==> src/rtl/cpu_defs.sv <==
// Shared CPU definitions: fetch address map, exception codes and the
// encodings of the fetch-stage ERET sequencing FSM.
package cpu_defs;

    localparam logic [31:0] RESET_PC   = 32'h0000_3000;
    localparam logic [31:0] HANDLER_PC = 32'h0000_4180;
    localparam logic [31:0] IM_BASE    = 32'h0000_3000;
    localparam logic [31:0] IM_TOP     = 32'h0000_4FFF;

    localparam logic [4:0]  EXC_ADEL   = 5'd4;
    localparam logic [4:0]  EXC_NONE   = 5'd0;

    typedef enum logic [0:0] {
        ST_RUN       = 1'b0,
        ST_ERET_WAIT = 1'b1
    } fetch_state_t;

endpackage

==> src/rtl/fetch_addr_check.sv <==
// Combinational fetch-address decode: AdEL detection and the IM word index
// derived from the current fetch PC.
module fetch_addr_check #(
    parameter logic [31:0] IM_BASE = cpu_defs::IM_BASE,
    parameter logic [31:0] IM_TOP  = cpu_defs::IM_TOP
) (
    input  logic [31:0] pc_f,
    output logic        adel_f,
    output logic [4:0]  excode_f,
    output logic [11:0] im_addr
);

    import cpu_defs::*;

    logic misaligned;
    logic out_of_range;

    assign misaligned   = (pc_f[1:0] != 2'b00);
    // Unsigned 32-bit compares, so addresses near 0 or near 2^32 are both caught.
    assign out_of_range = (pc_f < IM_BASE) || (pc_f > IM_TOP);

    assign adel_f   = misaligned || out_of_range;
    assign excode_f = adel_f ? EXC_ADEL : EXC_NONE;

    // The index is produced even for bad addresses; the IM data is then ignored.
    assign im_addr  = 12'((pc_f - IM_BASE) >> 2);

endmodule

==> src/rtl/fetch_pc_unit.sv <==
// Fetch-stage PC owner: selects the next PC (exception, ERET return, redirect,
// sequential) and holds fetch off in ERET_WAIT until the ERET commits in M.
module fetch_pc_unit #(
    parameter logic [31:0] RESET_PC   = cpu_defs::RESET_PC,
    parameter logic [31:0] HANDLER_PC = cpu_defs::HANDLER_PC,
    parameter logic [31:0] IM_BASE    = cpu_defs::IM_BASE,
    parameter logic [31:0] IM_TOP     = cpu_defs::IM_TOP
) (
    input  logic        clk,
    input  logic        reset,
    input  logic        stall,
    input  logic        redirect_d,
    input  logic [31:0] target_d,
    input  logic        jump_d,
    input  logic        eret_d,
    input  logic        eret_m,
    input  logic [31:0] epc,
    input  logic        exc_req,
    output logic [31:0] pc_f,
    output logic [11:0] im_addr,
    output logic        instr_valid,
    output logic        adel_f,
    output logic [4:0]  excode_f,
    output logic        bd_f
);

    import cpu_defs::*;

    fetch_state_t state;
    fetch_state_t state_next;
    logic [31:0]  pc_next;

    // NOTE: sequential state uses non-blocking assignments so every register
    // samples the pre-edge values of its neighbours.
    always_ff @(posedge clk or negedge reset) begin
        if (!reset) begin
            state <= ST_RUN;
            pc_f  <= RESET_PC;
        end else begin
            state <= state_next;
            pc_f  <= pc_next;
        end
    end

    // NOTE: both outputs get a default before any branch so no latch is inferred.
    always_comb begin
        state_next = state;
        pc_next    = pc_f + 32'd4;
        if (exc_req) begin
            // Exception entry also drops an ERET still waiting to commit.
            pc_next    = HANDLER_PC;
            state_next = ST_RUN;
        end else if (state == ST_ERET_WAIT) begin
            if (eret_m) begin
                pc_next    = epc;
                state_next = ST_RUN;
            end else begin
                pc_next    = pc_f;
            end
        end else if (stall) begin
            pc_next = pc_f;
        end else if (eret_d) begin
            pc_next    = pc_f;
            state_next = ST_ERET_WAIT;
        end else if (redirect_d) begin
            pc_next = target_d;
        end
    end

    always_comb begin
        instr_valid = (state == ST_RUN) && !adel_f;
        bd_f        = jump_d;
    end

    fetch_addr_check #(
        .IM_BASE (IM_BASE),
        .IM_TOP  (IM_TOP)
    ) u_addr_check (
        .pc_f     (pc_f),
        .adel_f   (adel_f),
        .excode_f (excode_f),
        .im_addr  (im_addr)
    );

endmodule

==> config.mk <==
export PLATFORM = sky130hd
export DESIGN_NAME = fetch_pc_unit
export DESIGN_NICKNAME = d
export VERILOG_FILES = /design/src/rtl/cpu_defs.sv /design/src/rtl/fetch_addr_check.sv /design/src/rtl/fetch_pc_unit.sv
export SDC_FILE = /design/constraint.sdc
export NUM_CORES = 1
export LEC_CHECK = 0
export CAP_MARGIN = 10
export CORE_MARGIN = 5
export CORE_UTILIZATION = 40
export CTS_CLUSTER_DIAMETER = 100
export DETAILED_ROUTE_END_ITERATION = 8
export GPL_TIMING_DRIVEN = 1
export MAX_ROUTING_LAYER = met4
export PLACE_DENSITY = 0.76
export SKIP_CTS_REPAIR_TIMING = 1
export SLEW_MARGIN = 5
export SYNTH_ARGS = -nofsm -noshare
export SYNTH_HDL_FRONTEND = slang
export SYNTH_HIERARCHICAL = 1
export SYNTH_SLANG_ARGS = --single-unit
==> constraint.sdc <==
create_clock -name clk -period 5.9 [get_ports clk]
set_input_delay 1.18 -clock clk [delete_from_list [all_inputs] [get_ports clk]]
set_output_delay 1.18 -clock clk [all_outputs]
set_load 0.01 [all_outputs]
# Word level (Yosys, flattened, before mapping)

Index checks and enable logic that the tools add are counted.

Word-level logic and storage cells: 28
Input port bits: 72
Bits in registers: 33

Muxes and demuxes: 12
Magnitude comparators: 2
Reduce and logical (&&, ||, !) cells: 6
Bitwise logic cells: 1
Eq/ne operators: 3
Add/subtract/negate cells: 2

Operator list:

| cell                                                                     | count |
|---|---|
| 32-bit 2-to-1 mux                                                        | 6 |
| 32-bit by 3-bit adder with 32-bit output (second input constant)         | 1 |
| 32-bit by 15-bit > comparator with 1-bit output (second input constant)  | 1 |
| 32-bit by 14-bit < comparator with 1-bit output (second input constant)  | 1 |
| 14-bit subtractor (second input constant)                                | 1 |
| 3-bit by 1-bit inequality test with 1-bit output (second input constant) | 2 |
| 1-bit 2-to-1 mux                                                         | 5 |
| 3-bit 2-to-1 mux                                                         | 1 |
| 3-bit inequality test (second input constant)                            | 1 |
| 3-bit AND reduction                                                      | 1 |
| 1-bit logical OR                                                         | 2 |
| 2-bit nonzero test                                                       | 1 |
| 1-bit logical AND                                                        | 1 |
| 1-bit zero test                                                          | 1 |
| 1-bit inverter                                                           | 1 |

# Depth between registers and ports, before layout

Gate-level depths: netlist (run 1).

Depth after elaboration: 6
Mapped depth: 8
Depth with buffers taken out: 6

# Cells and area by module

The synthesis (run 1) kept the hierarchy.

Modules (own cells, without submodules):

| module           | times used | sequential area each (µm²) | area each (µm²) | cells an instance |
|---|---|---|---|---|
| fetch_pc_unit    | 1          | 828.3                      | 2690.1          | 344 |
| fetch_addr_check | 1          | 0.0                        | 277.8           | 36 |

# Worst setup path before layout (run 1)

No wires, ideal clock.

Path kind: register to output
From: reg pc_f[12]
To: out excode_f[2]
Required time: 4.720 ns
Data arrival time: 1.632 ns
Cell stages (with the launch flop): 7
Slack: 3.088 ns
Cell sequence: dfstp_2 -> inv_1 -> ha_1 -> nand4b_4 -> nor4_2 -> o2111ai_1 -> buf_4

Cells in the longest elaborated chain, start to end: 4

RTL lines:

| item                                                                                                               | RTL line               | text |
|---|---|---|
| start, declared                                                                                                    | fetch_pc_unit.sv:19    | `output logic [31:0] pc_f,` |
| start signal, assigned                                                                                             | fetch_pc_unit.sv:41    | `pc_f <= pc_next;` |
| 32-bit by 14-bit < comparator with 1-bit output or 32-bit by 15-bit > comparator with 1-bit output (tied branches) | fetch_addr_check.sv:20 | `assign out_of_range = (pc_f < IM_BASE) \|\| (pc_f > IM_TOP);` |
| 1-bit logical OR *                                                                                                 | fetch_addr_check.sv:20 |  |
| 1-bit logical OR *                                                                                                 | fetch_addr_check.sv:22 | `assign adel_f = misaligned \|\| out_of_range;` |
| via adel_f                                                                                                         | fetch_pc_unit.sv:22    | `output logic adel_f,` |
| 3-bit 2-to-1 mux *                                                                                                 | fetch_addr_check.sv:23 | `assign excode_f = adel_f ? EXC_ADEL : EXC_NONE;` |
| end, declared                                                                                                      | fetch_pc_unit.sv:23    | `output logic [4:0] excode_f,` |

Mark *: on every way through the listed nets, which the timed path passes. The rest lies on a longest branch.

# Worst setup path after layout (run 1)

From: reg pc_f[12]
To: out excode_f[2]

Cells in the longest elaborated chain, start to end: 4

RTL lines:

| item                                                                                                               | RTL line |
|---|---|
| 32-bit by 14-bit < comparator with 1-bit output or 32-bit by 15-bit > comparator with 1-bit output (tied branches) | fetch_addr_check.sv:20 |
| 1-bit logical OR *                                                                                                 | fetch_addr_check.sv:20 |
| 1-bit logical OR *                                                                                                 | fetch_addr_check.sv:22 |
| 3-bit 2-to-1 mux *                                                                                                 | fetch_addr_check.sv:23 |

Every way passes the cells marked *; elsewhere a longest branch is shown, timed or not.

==> results of run 1 <==
## cell families after synthesis
logic type / count (synthesis)
fa+ha+maj: 4
buf+inv: 56
xor+xnor: 9
compound gates: 124
mux: 2
simple gates: 151
other cells: 1
flops: 33
## sequential cells by signal (all words and copies together), names as in the netlist
name / flops
pc_f: 32
state: 1
## worst max-delay path, delay by kind of cell, from the launching register on
kind | cells | cell delay (ns)
adders and majority gates | 1 | 0.24
DFF | 1 | 0.64
AOI/OAI and AO/OA | 1 | 0.36
and+or+nand+nor | 2 | 0.13
buffers and inverters | 2 | 0.72
## stage by stage
step           hold WS, ns  total power [W]  worst slack, ns
6_report            0.5813        0.0007372            2.316
3_5_place_dp        0.5686        0.0005361            2.433
3_3_place_gp        0.5640        0.0005317            2.571
5_1_grt             0.6050        0.0007698            2.239
2_1_floorplan       0.5421        0.0004039            3.088
4_1_cts             0.5793        0.0007325            2.317
## Yosys cell counts, drive strengths merged, types with 3 or more instances
cell type	number
o21a	3
o31ai	3
inv	10
ha	4
nor3	12
a21o	3
o32ai	3
and3	3
and4	7
a31oi	3
o22ai	8
o21ai	23
clkbuf	23
nand2	36
o211ai	7
o2111ai	3
nor4	13
a221o	4
a21oi	27
a22oi	6
xor2	4
xnor2	5
buf	23
dfrtp	31
nor2	28
o41ai	5
nand3	17
nor2b	3
nand4	16
or3	6
a211oi	7
## layer usage
layer	vias up	wire length, um
li1	1611	-
met1	1641	4600
met2	266	5325
met3	38	1264
met4	0	332
met5	-	0
## worst max-delay path by stage
stage                   to  slack (ns)  cells after the start
5_1_grt        instr_valid        2.24                      5
2_1_floorplan  excode_f[2]        3.09                      6
3_5_place_dp      pc_f[14]        2.43                      7
6_report       excode_f[2]        2.32                      6
4_1_cts        excode_f[2]        2.32                      6
3_3_place_gp      pc_f[14]        2.57                      7
## cell type report
class / instances / area (um^2) / share of cell area (%)
Inverter: 10 / 37.54 / 0.8996
Sequential cell: 33 / 828.3 / 19.85
Multi-Input combinational cell: 294 / 1858 / 44.53
Clock buffer: 7 / 96.34 / 2.309
Timing Repair Buffer: 124 / 1224 / 29.33
Tap cell: 99 / 123.9 / 2.969
Clock inverter: 1 / 5.005 / 0.1199
## power by group through the flow
stage                     sequential, W  clock (W)  combinational, W
after floorplan                0.000283          0          0.000121
after global placement         0.000289          0          0.000243
after detailed placement       0.000289          0          0.000247
after CTS                      0.000285   0.000199          0.000248
after global routing           0.000291   0.000210          0.000269
final                          0.000287   0.000201          0.000249
==> metrics.md, run 1 <==
| Metric | Value |
|---|---|
| Status | finished, final reports clean |
| Mux contribution to synthesized area | 0.6745% |
| H-tree levels | 2 |
| Worst EP arrival | approximately 2.4 ns |
| Placed Cells | 560 |
| Final wirelength | 11520 um |
| Placeable Area | 0.007253 mm^2 |
| Ys flop type | dfrtp_1 |
| Final cell count without fillers | 568 |
| Clock root cell | clkbuf_8 |
| F_max | 279.0 MHz |
| Setup violations, final | 0 |
| CTS tree | built |
| Period utilization | slightly above 60% |
| Cell Area, Synth | 0.002968 mm^2 |
| Reg power frac | 39.0% |
| Initial antenna violation count | 0 |
| FILL cells | about 680 |
| Max Cap Violations | 0 |
| Design area | ~0.0042 mm^2 |
| TritonCTS Buffers | 5 |
| DRC | 0 |
| Core Util, Final | 57.53% |
| Hold Path End | pc_f[13] |
| Slew Limit Fails | 0 |
| Final Hold Fails | 0 |
| Die ar. | around 0.009 mm^2 |
| Largest cells by area after synthesis | dfrtp_1, a21oi_1, nand2_1 |
| Post-Synth XOR/XNOR Area | 2.656% |
| Standard-cell row count | 31 |
| Worst hold start | pc_f[13] |
| Initial detailed-routing violation count | 405 |
| Psw | 0.0002540 W |
| # IOs | 124 |
| Number of nets in the layout | 544 |
| Grt met1 use | 31.83% |
| Number of diodes | 0 |
| Setup tns final | 0 ns |
| Min Tclk post-route | 3.584 ns |
| Net Sw Frac | 34.45% |
| First-pass GRT wire length | 17860 um |
| Post-synth EDFFs | 0 |
| Worst slew pin tran | 0.9857 ns |
| Gate power share | 33.8% |
| CTS Sinks | 33 |
| Critical path launch point type | flop |
| Crit-path slowest cell | dfstp_2 |
| Post-synthesis cell type count | 66 |
| Most frequent cells in the layout | clkdlybuf4s50_1, nand2_1, dfrtp_1 |
| Critical-path cell list | inv_1 -> ha_1 -> nand4b_4 -> nor4_2 -> o2111ai_1 -> clkdlybuf4s50_1 |
| Static Leakage | around 1.5 nW |
| Gate Count Post-Synth | 380 |
| Worst VDD drop | 0.00007316 V |
| Clock skew | ~0.012 ns |
| Placed inst area | roughly 0.0041 mm^2 |
| Post-synthesis simple-gate area fraction | between 20% and 30% |
| Commonest non-fill, non-tap cell in the layout | clkdlybuf4s50_1 |
| Gpl congestion | 0.9599 |
| Largest net degree at the start of global routing | 35 |
| Clk pwr share | 27.3% |
| CP Capture Type | output pin |
| Post-Syn Area per Cell | 7.810 um^2 |
| RSZ-0062 raised after global routing | no |
| Vias in the first global route | approximately 3.5k |
| Crit path largest cell delay | 0.64 ns |
| Busiest layer in global routing | met2 |
| Remaining antenna violation count | 0 |
| R2r endpoint | pc_f[14] |
| Die width | 96.14 um |
| Yosys warns | 6 |
| Largest family of logic cells by synthesized area | compound AO/OA/AOI/OAI gates |
| R2r setup slk | 3.25 ns |
| Worst Path Class, Setup | flop to output pin |
| Compound-Gate Fraction of Synth Area | 28.63% |
| Die span in y | 96.14 um |
| DR WL/cell | ~20 um |
| Max_slew headroom | 34.04% |
| Critical Path RT | 4.72 ns |
| Via density per instance | 6.261 |
| Met3 Usage GRT | 5.160% |
| Top-area cell type share of the netlist area | 26.14% |
| Cell-internal power | 0.0004832 W |
| Post-synthesis sequential area ratio | 27.91% |
| PD cells | 176.7 mW/mm^2 |
| Post-synth ARST share | 100.0% |
| Bufs on Longest Clock Path | 2 |
| RR Startpoint | state |
| Flops & latches, synth | 33 |
| HPWL Detailed | approximately 8400 um |
| Largest area contributor in the netlist | dfrtp_1 |
| Hold Path Depth | 2 |
| Clock latency on the worst-skew pair | 0.30 ns |
| Starting Density | between 40% and 50% |
| P&R area growth vs syn | 40.60% |
| R2R cell count | 7 |
| All-layer global routing usage | 25.54% |
| M2 GR Usage | between 40% and 50% |
| Post-Synth Adder-Cell Area | 1.686% |
| Worst hold-check path type | flop to flop |
| CTS clk-pin slew, worst paths | approximately 0.08 ns |
| Overflow after GRT | 0 |
| Worst Path Max Fanout | 10 |
| Layout cells sized above 1 | 6.183% |
| Crit. Startpoint | pc_f[12] |
| Detailed Routing Iterations Pass 1 | 5 |
| IO buf count | 117 |
| Via count | around 3.6k |
Note: power is estimated with default switching activity, not from simulation.
==> run 2, diff against run 1 <==
Clock period 5.9 ns to 3.55 ns, I/O delays scaled along.
==> metrics.md, run 2 (synthesized netlist as in run 1, its figures left out) <==
| Metric | Value |
|---|---|
| M1 WL | between 4000 and 5000 um |
| CTS tree | built |
| Number of diodes | 0 |
| Gpl congestion | 0.9756 |
| First-pass GRT wire length | between 15000 and 20000 um |
| Most frequent cells in the layout | clkdlybuf4s50_1, nand2_1, dfrtp_1 |
| Clock skew | 0.005493 ns |
| Detailed Routing Iterations Pass 1 | 5 |
| Bufs on Longest Clock Path | 2 |
| Buffers & Inverters on Critical Path | 2 |
| Initial detailed-routing violation count | 454 |
| RR Startpoint | state |
| Placeable Area | 0.007253 mm^2 |
| Worst EP arrival | 2.33 ns |
| Commonest non-fill, non-tap cell in the layout | clkdlybuf4s50_1 |
| Worst hold-check path type | flop to flop |
| Starting Density | around two fifths |
| Initial antenna violation count | 0 |
| Min Tclk post-route | 3.039 ns |
| CTS Sinks | 33 |
| Crit path largest cell delay | approximately 0.62 ns |
| TritonCTS Buffers | 5 |
| CP Capture Type | output pin |
| Met2 wire len | 5538 um |
| Remaining antenna violation count | 0 |
| DRC | 0 |
| Metal3 WL | between 1000 and 1500 um |
| PD cells | 283.4 mW/mm^2 |
| CTS clk-pin slew, worst paths | 0.07 ns |
| Via count | ~3.6k |
| H-tree levels | 2 |
| Max Cap Violations | 0 |
| Worst Path Class, Setup | flop to output pin |
| Largest Register | pc_f |
| Crit-path slowest cell | dfstp_2 |
| Top layer in use | met4 |
| Critical Path RT | approximately 2.8 ns |
| Clock root cell | clkbuf_8 |
| Largest register FFs | 32 |
| Worst slew pin tran | 0.6973 ns |
| Critical-path cell list | inv_1 -> ha_1 -> nand4b_4 -> nor4_2 -> o2111ai_1 -> clkdlybuf4s50_1 |
| All-layer global routing usage | roughly a quarter |
| Period utilization | 85.61% |
| Via density per instance | 6.301 |
| Die span in y | 96.14 um |
| Worst VDD drop | roughly 0.00013 V |
| Static Leakage | 1.543 nW |
| Die ar. | 0.009242 mm^2 |
| Setup tns final | 0 ns |
| Standard-cell row count | 31 |
| Number of nets in the layout | ~550 |
| IO buf count | approximately 120 |
| FILL cells | 675 |
| # IOs | 124 |
| Hold Path Depth | 2 |
| Critical path launch point type | flop |
| Die width | ~96 um |
| Status | finished, final reports clean |
| Setup violations, final | 0 |
| Largest net degree at the start of global routing | 35 |
| Worst Path Max Fanout | 10 |
| Placed inst area | 0.004131 mm^2 |
| Overflow after GRT | 0 |
| Clock latency on the worst-skew pair | 0.29 ns |
| Worst hold start | pc_f[12] |
| RSZ-0062 raised after global routing | no |
| Final wirelength | 11700 um |
| Layout cells sized above 1 | 7.353% |
| R2r setup slk | 1.09 ns |
| R2r endpoint | pc_f[14] |
| Max_slew headroom | 53.37% |
| Hold Path End | pc_f[12] |
| Power Total | ~0.0012 W |
| R2R cell count | 5 |
| P&R area growth vs syn | 42.12% |
| DR WL/cell | 20.34 um |
| F_max | 329.1 MHz |
| Design area | 0.004218 mm^2 |
| Critical path's top delay family | buffers and inverters |
| Vias in the first global route | roughly 3.6k |
| Slew Limit Fails | 0 |
| Biggest regs | pc_f (32), state (1) |
| HPWL Detailed | 8815 um |
| Final Hold Fails | 0 |
[run 2: worst reg2reg max path, cell delays in order (launching register included)]
cell	delay (ns)
dfrtp_1	0.64
or3_1	0.62
nand2_8	0.28
nor2_4	0.08
or4b_1	0.52
a32oi_1	0.23
[run 2: per-stage QoR]
stage	worst slack (ns)	hold slack, ns	utilization [%]	cells
after floorplan	1.208	0.4144	-	383
after global placement	0.7713	0.5633	56.96	568
after detailed placement	0.6994	0.5671	56.96	568
after CTS	0.4887	0.5802	58.15	575
after global routing	0.3654	0.6208	58.15	575
final	0.5110	0.5770	58.15	575
[run 2: final cells by class]
class / count / area [um^2] / share of cell area [%]
Multi-Input combinational cell: 294 / 1858 / 44.05
Timing Repair Buffer: 132 / 1284 / 30.44
Sequential cell: 33 / 828.3 / 19.64
Tap cell: 99 / 123.9 / 2.937
Clock buffer: 7 / 86.33 / 2.047
Inverter: 10 / 37.54 / 0.8899
[run 2: report_power, final]
group | internal (W) | switching [W] | leakage [nW] | total [W]
Sequential | 0.000407 | 0.0000704 | 0.425 | 0.000477
Clock | 0.000154 | 0.000143 | 0.0443 | 0.000297
Combinational | 0.000228 | 0.000194 | 1.07 | 0.000421
[run 2: worst max path at each step]
stage,from,slack [ns],depth (start not counted),endpoint
after CTS,pc_f[12],0.49,6,adel_f
final,pc_f[12],0.51,6,adel_f
after detailed placement,eret_d,0.70,6,pc_f[14]
after floorplan,pc_f[12],1.21,6,excode_f[2]
after global routing,pc_f[12],0.37,7,instr_valid
after global placement,eret_d,0.77,6,pc_f[14]
[run 2: routing by layer]
layer	vias to the layer above	global-route usage, %
met3	53	5.473
met5	-	-
met4	0	11.61
met1	1704	30.39
li1	1621	-
met2	245	42.44
==> patch (flow settings as in run 2) <==
Register the input `target_d` before use, with the module's reset. The logic sees it one clock later. The other inputs are not delayed to match.
--- a/src/rtl/fetch_pc_unit.sv
+++ b/src/rtl/fetch_pc_unit.sv
@@ -25,6 +25,16 @@
 );
 
     import cpu_defs::*;
+
+    logic [31:0] target_d_q;
+
+    always_ff @(posedge clk or negedge reset) begin
+        if (!reset) begin
+            target_d_q <= '0;
+        end else begin
+            target_d_q <= target_d;
+        end
+    end
 
     fetch_state_t state;
     fetch_state_t state_next;
@@ -63,7 +73,7 @@
             pc_next    = pc_f;
             state_next = ST_ERET_WAIT;
         end else if (redirect_d) begin
-            pc_next = target_d;
+            pc_next = target_d_q;
         end
     end
 
Formal check against the unedited RTL: not equivalent (a bounded check fails within 4 cycles, from zero or initial values and one cycle with reset low).
==> patch against run 2 <==
Non-clock buffer count is 6 lower. Cell area is 17% higher. Core utilization is 1.5 points lower. Count of clock-buffer cells in the layout is 4 higher. First-iteration DRC count is 27% lower. Sequential cell count is 32 higher. Critical endpoint is now instr_valid. Clock power is 110% higher. Combinational power is 5% lower. Sequential power is 79% higher. Wire length is 3.5% lower. Highest routed layer unchanged. Synthesized area is 19% higher. Setup slack worse by 21 ps. Total power is 58% higher.
==> patch: results (changes against run 2) <==
Setup path
  – CP max-delay cell: clkdlybuf4s50_1
  – Worst flop-to-flop path endpoint: pc_f[26]$_DFFE_PN0P_
  – Critical-path maximum fanout: 6 (-4)
  – CP arrival: 2350 ps (+20 ps)
  – Reg2reg path depth: 6 (+1)
  – R2R Path Start: pc_f[2]$_DFFE_PN0P_
  – Crit path largest cell delay: 540 ps (-80 ps)

Synthesis
  – Post-Syn Instances: 384 (+1.1%)
  – Sequential share of the synthesized area: 46.0% (+18 points)
  – Netlist cell types: 61 (-7.6%)
  – Synth cell count leaders: 63 x dfrtp_1, 32 x nand2_1, 29 x a21oi_1, 26 x nor2_1, 26 x o21ai_0
  – Largest cells by area after synthesis: dfrtp_1 44%, a21oi_1 4.1%, o21ai_0 3.7%

GRT
  – Largest net degree at the start of global routing: 66 (+89%)
  – Grt met3 use: 4.66% (-0.82 points)
  – GR Util met1: 28.3% (-2.1 points)
  – Total track usage: 21.2% (-4.7 points)
  – First-pass GRT wire length: 18200 um (+1.4%)
  – Met2 track demand over resource: 31.1% (-11 points)
  – Vias in the first global route: 3505 (-2.4%)

Layout
  – Layout Nets: 562 (+1.8%)
  – Largest regs: pc_f x32, target_d_q x32, state x1
  – Finished Layout Cells: 599 (+4.2%)
  – Layout cells sized above 1: 8.76% (+1.4 points)
  – Fillers: 775 (+15%)

Clock tree
  – Depth of the CTS H-tree: 3 (+1)
  – Clock buffer count from CTS: 9 (+4)

Placed design
  – Routability cong.: 0.991 (+1.6%)
  – Area after DPL: 0.00472 sq mm (+14%)
  – DPL Wire Length: 8150 um (-7.5%)
  – Placed Instances: 583 (+2.6%)

Power and ir drop
  – Worst VDD drop: 0.000227 V (+80%)
  – Clock power frac: 33.5% (+8.7 points)
  – NetSw: 0.000544 W (+34%)
  – Leakage power: 1.91 nW (+24%)
  – Flop pwr share: 45.2% (+5.3 points)

STA
  – Worst rel slew slack: 41.1% (-12 points)

Detailed routing
  – Met2 Wirelength: 5210 um (-5.9%)
  – WL per Instance: 18.8 um (-7.4%)

Outcome
  – Status: complete, no violations
patch: cells by family (layout without fill, tap and decap cells):
group           count (synthesis)  count (layout)  share of synthesized area (%)
buf+inv                        55             159                           7.62
xor+xnor                        7               7                           1.73
other cells                     1               4                          0.106
mux                             2               2                          0.565
flops                          65              65                           46.0
fa+ha+maj                       4               4                           1.41
simple gates                  124             124                           19.2
compound gates                126             126                           23.4
patch: cell type report:
class | count | area, sq um | area share (%)
tap | 108 | 135 | 2.75
clock inverter | 5 | 55.1 | 1.12
timing repair buffer | 126 | 1230 | 25.1
sequential | 65 | 1630 | 33.1
inverter | 17 | 63.8 | 1.30
multi-input combinational | 267 | 1660 | 33.7
clock buffer | 11 | 141 | 2.88
patch: worst max-delay path by stage:
stage	endpoint	slack, ps
2_1_floorplan	excode_f[2]	1240
3_3_place_gp	pc_f[16]$_DFFE_PN0P_	830
3_5_place_dp	pc_f[8]$_DFFE_PN0P_	800
4_1_cts	instr_valid	460
5_1_grt	instr_valid	300
6_report	instr_valid	490
